$ cat src/rtl/msi_snoop_ctrl.sv
// Snoop-side MSI coherence initiator: searches the remote cache, writes back or
// invalidates as needed, and returns the line plus the state the requester installs.
module msi_snoop_ctrl (
    input  logic        clk,
    input  logic        rst_n,
    input  logic        req_valid,
    input  logic [1:0]  req_type,
    input  logic [10:0] req_addr,
    output logic        req_ready,
    output logic        rsp_valid,
    output logic [63:0] rsp_data,
    output logic [1:0]  rsp_state,
    output logic        rsp_from_cache,
    output logic        snp_search,
    output logic [10:0] snp_boci,
    output logic        snp_invalidate,
    input  logic        snp_found,
    input  logic [1:0]  snp_state,
    input  logic [4:0]  snp_tag,
    input  logic [63:0] snp_line,
    output logic        mem_re,
    output logic        mem_we,
    output logic [10:0] mem_addr,
    output logic [63:0] mem_wdata,
    input  logic [63:0] mem_rdata,
    input  logic        mem_rdy,
    output logic [15:0] inv_count
);
    localparam logic [1:0] ST_S   = 2'b01;
    localparam logic [1:0] ST_M   = 2'b10;
    localparam logic [1:0] T_RD   = 2'd0;
    localparam logic [1:0] T_UPGR = 2'd2;

    typedef enum logic [2:0] {
        S_IDLE   = 3'd0,
        S_SEARCH = 3'd1,
        S_WB     = 3'd2,
        S_INV    = 3'd3,
        S_MEMRD  = 3'd4,
        S_RESP   = 3'd5
    } state_t;

    state_t      state_r;
    logic [1:0]  type_r;
    logic [10:0] addr_r;
    logic [63:0] line_r;
    logic        hit_r;
    logic        remote_hit_s;

    function automatic logic [15:0] sat_inc(input logic [15:0] v);
        sat_inc = (v == 16'hFFFF) ? 16'hFFFF : (v + 16'd1);
    endfunction

    function automatic logic [1:0] install_state(input logic [1:0] t);
        install_state = (t == T_RD) ? ST_S : ST_M;
    endfunction

    // The remote search is indexed by addr[5:0] only, so the tag must match too.
    assign remote_hit_s = snp_found & (snp_tag == addr_r[10:6]);

    // Controller FSM; every output is registered and defaults to idle each cycle.
    always_ff @(posedge clk or negedge rst_n) begin
        if (!rst_n) begin
            state_r        <= S_IDLE;
            type_r         <= 2'd0;
            addr_r         <= 11'd0;
            line_r         <= 64'd0;
            hit_r          <= 1'b0;
            req_ready      <= 1'b1;
            rsp_valid      <= 1'b0;
            rsp_data       <= 64'd0;
            rsp_state      <= 2'd0;
            rsp_from_cache <= 1'b0;
            snp_search     <= 1'b0;
            snp_boci       <= 11'd0;
            snp_invalidate <= 1'b0;
            mem_re         <= 1'b0;
            mem_we         <= 1'b0;
            mem_addr       <= 11'd0;
            mem_wdata      <= 64'd0;
            inv_count      <= 16'd0;
        end else begin
            req_ready      <= 1'b0;
            rsp_valid      <= 1'b0;
            rsp_data       <= 64'd0;
            rsp_state      <= 2'd0;
            rsp_from_cache <= 1'b0;
            snp_search     <= 1'b0;
            snp_boci       <= 11'd0;
            snp_invalidate <= 1'b0;
            mem_re         <= 1'b0;
            mem_we         <= 1'b0;
            mem_addr       <= 11'd0;
            mem_wdata      <= 64'd0;
            case (state_r)
                S_IDLE: begin
                    if (req_valid) begin
                        type_r     <= (req_type == 2'd3) ? T_RD : req_type;
                        addr_r     <= req_addr;
                        snp_search <= 1'b1;
                        snp_boci   <= req_addr;
                        state_r    <= S_SEARCH;
                    end else begin
                        req_ready <= 1'b1;
                    end
                end
                S_SEARCH: begin
                    line_r <= snp_line;
                    hit_r  <= remote_hit_s;
                    if (remote_hit_s && (snp_state == ST_M) && (type_r != T_UPGR)) begin
                        mem_we    <= 1'b1;
                        mem_addr  <= addr_r;
                        mem_wdata <= snp_line;
                        state_r   <= S_WB;
                    end else if (remote_hit_s && (type_r != T_RD)) begin
                        snp_invalidate <= 1'b1;
                        snp_boci       <= addr_r;
                        state_r        <= S_INV;
                    end else if (remote_hit_s || (type_r == T_UPGR)) begin
                        // Shared read forward, or an upgrade nobody else holds.
                        rsp_valid      <= 1'b1;
                        rsp_state      <= install_state(type_r);
                        rsp_data       <= (type_r == T_UPGR) ? 64'd0 : snp_line;
                        rsp_from_cache <= remote_hit_s & (type_r != T_UPGR);
                        state_r        <= S_RESP;
                    end else begin
                        mem_re   <= 1'b1;
                        mem_addr <= addr_r;
                        state_r  <= S_MEMRD;
                    end
                end
                S_WB: begin
                    if (mem_rdy) begin
                        // The remote port cannot downgrade, so even a read invalidates it.
                        snp_invalidate <= 1'b1;
                        snp_boci       <= addr_r;
                        state_r        <= S_INV;
                    end else begin
                        mem_we    <= 1'b1;
                        mem_addr  <= addr_r;
                        mem_wdata <= line_r;
                    end
                end
                S_INV: begin
                    inv_count      <= sat_inc(inv_count);
                    rsp_valid      <= 1'b1;
                    rsp_state      <= install_state(type_r);
                    rsp_data       <= (type_r == T_UPGR) ? 64'd0 : line_r;
                    rsp_from_cache <= hit_r & (type_r != T_UPGR);
                    state_r        <= S_RESP;
                end
                S_MEMRD: begin
                    if (mem_rdy) begin
                        line_r         <= mem_rdata;
                        rsp_valid      <= 1'b1;
                        rsp_state      <= install_state(type_r);
                        rsp_data       <= mem_rdata;
                        rsp_from_cache <= 1'b0;
                        state_r        <= S_RESP;
                    end else begin
                        mem_re   <= 1'b1;
                        mem_addr <= addr_r;
                    end
                end
                S_RESP: begin
                    req_ready <= 1'b1;
                    state_r   <= S_IDLE;
                end
                default: begin
                    req_ready <= 1'b1;
                    state_r   <= S_IDLE;
                end
            endcase
        end
    end
endmodule

$ cat config.mk
export PLATFORM = sky130hd
export DESIGN_NAME = msi_snoop_ctrl
export DESIGN_NICKNAME = d
export VERILOG_FILES = /design/src/rtl/msi_snoop_ctrl.sv
export SDC_FILE = /design/constraint.sdc
export NUM_CORES = 1
export LEC_CHECK = 0
export ABC_AREA = 1
export ABC_CLOCK_PERIOD_IN_PS = 5000
export CELL_PAD_IN_SITES_DETAIL_PLACEMENT = 0
export CELL_PAD_IN_SITES_GLOBAL_PLACEMENT = 1
export CORE_MARGIN = 2
export CORE_UTILIZATION = 50
export CTS_BUF_LIST = sky130_fd_sc_hd__clkbuf_4 sky130_fd_sc_hd__clkbuf_8
export DETAILED_ROUTE_END_ITERATION = 6
export DONT_BUFFER_PORTS = 1
export PLACE_DENSITY = 0.95
export REMOVE_ABC_BUFFERS = 1
export SETUP_SLACK_MARGIN = 0.3
export SYNTH_ARGS = -nofsm -noshare
export SYNTH_HDL_FRONTEND = slang
export SYNTH_SLANG_ARGS = --single-unit
$ cat constraint.sdc
create_clock -name clk -period 5 [get_ports clk]
set_clock_uncertainty 0.05 [all_clocks]
set_input_delay 1 -clock clk [delete_from_list [all_inputs] [get_ports clk]]
set_output_delay 1 -clock clk [all_outputs]
set_load 0.005 [all_outputs]
==> results_tabular.tex <==
\begin{tabular}{lr}
\hline
Metric & Value \\
\hline
\multicolumn{2}{l}{\textbf{Placed design}} \\
\quad Buffers on Ports & 0 \\
\quad Placed cell area & 11000 um2 \\
\quad Placer's final routability congestion estimate & 0.846 \\
\quad Half-perimeter wire length after placement & 18600 um \\
\quad Number of instances in the placed design & 1432 \\
\multicolumn{2}{l}{\textbf{Routing}} \\
\quad Number of detailed-route iterations in the first pass & 7 \\
\quad Average wire per cell in the routed design & 20.0 um \\
\quad Detailed-route DRC error count & 0 \\
\quad Vias per cell & 5.81 \\
\quad Detailed-route via count & about 8700 \\
\quad Final wirelength & $\sim$30000 um \\
\quad Iter 0 DRT Violations & 601 \\
\quad Final ANT Viol Nets & 0 \\
\multicolumn{2}{l}{\textbf{Timing}} \\
\quad Hold Vio Cnt, Final & 0 \\
\quad Fraction of the cycle the final worst path needs & between 60\% and 70\% \\
\quad Unrepaired setup endpoints after global routing & false \\
\quad Max Transition Viols Final & 0 \\
\quad Maximum clock rate & between 300 and 400 MHz \\
\quad Number of setup violations in the final report & 0 \\
\quad Headroom to the max-slew limit & between 20\% and 30\% \\
\quad Worst slew pin tran & 1.16 ns \\
\quad Final critical delay including setup and external delays & roughly 3 ns \\
\multicolumn{2}{l}{\textbf{Synthesis}} \\
\quad Cell Area, Synth & between 10000 and 15000 um2 \\
\quad Syn Inst Count & 1216 \\
\quad Synthesized area divided by synthesized cell count & 8.99 um2 \\
\quad Register area share after synthesis & 58.6\% \\
\quad Number of register bits inferred by synthesis & roughly 260 \\
\quad Cell variety after synth & 33 \\
\quad Number of warnings reported in the yosys synthesis log & 0 \\
\multicolumn{2}{l}{\textbf{Setup path}} \\
\quad Maximum fanout along the worst path & 36 \\
\quad Path type of the worst setup path & reg -> reg \\
\quad Endpoint kind of the worst setup timing path & register \\
\quad Data arrival time at the worst-slack endpoint & 3.39 ns \\
\quad Reg-to-reg slack, setup & between 1.5 and 2 ns \\
\quad Critical Path RT & between 5 and 6 ns \\
\quad Critical Path Source Type & register \\
\multicolumn{2}{l}{\textbf{CTS}} \\
\quad Clk root buf & clkbuf\_8 \\
\quad Post-CTS setup buffer count & 0 \\
\quad Clock-pin slew on the worst setup and hold paths & 0.06 ns \\
\quad Clk buf depth & 3 \\
\quad Clock H-tree levels & 2 \\
\quad CTS tree & done \\
\quad CTS resizes & 0 \\
\quad Hold Buf Count CTS & 0 \\
\quad Source-to-sink clock delay at the later pin of the worst-skew pair & 0.52 ns \\
\quad Clock sinks & 256 \\
\quad CTS Buf Count & 43 \\
\multicolumn{2}{l}{\textbf{Final layout}} \\
\quad Number of diodes added for antenna fixing & 0 \\
\quad Most used cells in the layout excluding fill and tap cells & nand2\_1 (288), dfrtp\_1 (255), inv\_1 (105) \\
\quad P\&R area growth vs syn & 8.74\% \\
\quad Most common cell after layout, fill and taps aside & nand2\_1 \\
\quad Fraction of layout cells with a size suffix above 1 & 8.35\% \\
\quad Finished Cell Area & roughly 12000 um2 \\
\quad Non-filler instance count after layout & 1501 \\
\quad Number of nets in the layout & 1351 \\
\multicolumn{2}{l}{\textbf{Die}} \\
\quad Die area & 23100 um2 \\
\quad I/O Pins & 328 \\
\quad Height of the die & 152 um \\
\quad Die extent in x & 152 um \\
\quad Area inside the core boundary & roughly 22000 um2 \\
\quad Row count & 54 \\
\quad Effective utilization at floorplan & slightly above 50\% \\
\multicolumn{2}{l}{\textbf{Global route}} \\
\quad Total grt overflow & 0 \\
\quad First-pass GRT wire length & $\sim$48000 um \\
\quad Vias in the first global route & between 8000 and 9000 \\
\quad Pin count of the biggest net entering global routing & 257 \\
\quad Number of antenna violations at the first check in global routing & 0 \\
\quad Combined global-route utilization of all metal layers & between 20\% and 30\% \\
\multicolumn{2}{l}{\textbf{Outcome}} \\
\quad Run status & complete, no violations \\
\multicolumn{2}{l}{\textbf{Power and ir drop}} \\
\quad Worst vdd ir & 0.380 mV \\
\quad Leakage & roughly 0.0056 uW \\
\quad Cell area power density & roughly 540 nW/um2 \\
\quad Pwr Total & 6390 uW \\
\multicolumn{2}{l}{\textbf{Run}} \\
\quad Max cap viols & 0 \\
\multicolumn{2}{l}{\textbf{Min path}} \\
\quad Class of the tightest hold or removal check & in -> async \\
\hline
\end{tabular}
[cell families after synthesis]
family	share of synthesized area (%)
adder cells (fa/ha/maj)	0.114
XOR/XNOR	0.320
AO/OA/AOI/OAI	16.2
buffers and inverters	7.53
flip-flops	58.6
AND/OR/NAND/NOR	17.2
[area by class of cell]
| type | instances | area, um2 |
|---|---|---|
| fillers | 1905 | 9730 |
| flip-flops and latches | 256 | 6410 |
| multi-input cells | 774 | 3740 |
| clock buffers | 67 | 847 |
| inverters | 112 | 420 |
| well taps | 280 | 350 |
| repair buffers | 10 | 87.6 |
| clock inverters | 2 | 35.0 |
[per-stage QoR]
step	worst slack (ns)	hold slack [ns]	util [%]	setup TNS, ns
floorplan	-1.82	0.400	-	-114.87
global placement	1.73	0.422	50.9	0
detailed placement	1.69	0.429	50.9	0
CTS	1.97	0.0892	55.0	0
global route	1.68	0.0872	55.0	0
finish	1.99	0.126	55.0	0
[sequential cells by signal, summed over array words and instances (netlist names)]
register	count
type_r	2
addr_r	11
rsp_state	2
snp_search	1
req_ready	1
mem_wdata	64
mem_re	1
line_r	64
rsp_data	64
snp_boci	11
inv_count	16
state_r	3
mem_addr	11
mem_we	1
snp_invalidate	1
hit_r	1
rsp_valid	1
rsp_from_cache	1
[power breakdown]
part           internal [uW]  switching, uW  leakage (uW)  total (uW)
clock network           1110            787      0.000469        1900
logic                    486           1030       0.00184        1520
registers               2580            387       0.00334        2970
[synth_stat cells]
cell type	count	area, um2
a211o_1	1	8.76
a21oi_1	3	15.0
a22oi_1	63	473
a31oi_1	64	400
buf_1	2	7.51
buf_2	19	95.1
buf_4	7	52.6
buf_6	10	113
clkbuf_1	36	135
dfrtp_1	255	6380
dfstp_2	1	26.3
ha_1	1	12.5
inv_1	105	394
inv_2	7	26.3
nand2_1	289	1080
nand3_1	56	280
nand3_2	1	10.0
nand3b_1	1	7.51
nand4_1	4	25.0
nor2_1	100	375
nor2_2	4	25.0
nor2_4	1	11.3
nor3_1	6	30.0
nor3_2	1	10.0
o211ai_1	1	7.51
o21ai_0	86	430
o21ai_1	71	355
o22ai_1	12	75.1
o41ai_1	1	8.76
or2_0	1	6.26
or2_2	3	18.8
xnor2_1	3	26.3
xor2_1	1	8.76
[critical path: stages, from the launching register on]
cell and delay [ns]:
dfrtp_1 0.45, inv_1 0.07, nor2_1 0.12, nand2_1 0.19, inv_2 0.44, nand3_2 0.80
buf_4 0.57, o21ai_0 0.20
[metal layers]
| layer | share of wire [%] | vias up | GRT usage, % |
|---|---|---|---|
| met5 | 0 | - | 0 |
| met4 | 2.8 | 0 | 8.23 |
| met2 | 48 | 485 | 40.8 |
| met3 | 11 | 66 | 8.30 |
| li1 | - | 3990 | - |
| met1 | 39 | 4184 | 33.2 |
[path summary, 6_finish.rpt]
| check | startpoint | to | cells past startpoint |
|---|---|---|---|
| min | rst_n | rsp_data[48] | 0 |
| max in group asynchronous | rst_n | inv_count[1] | 0 |
| max reg2reg | state_r[0] | rsp_data[20] | 7 |
| min reg2reg | hit_r | hit_r | 2 |
| min in group clk | hit_r | hit_r | 2 |
| max | state_r[0] | rsp_data[20] | 7 |
No activity file was read; power rests on OpenSTA's default activity.
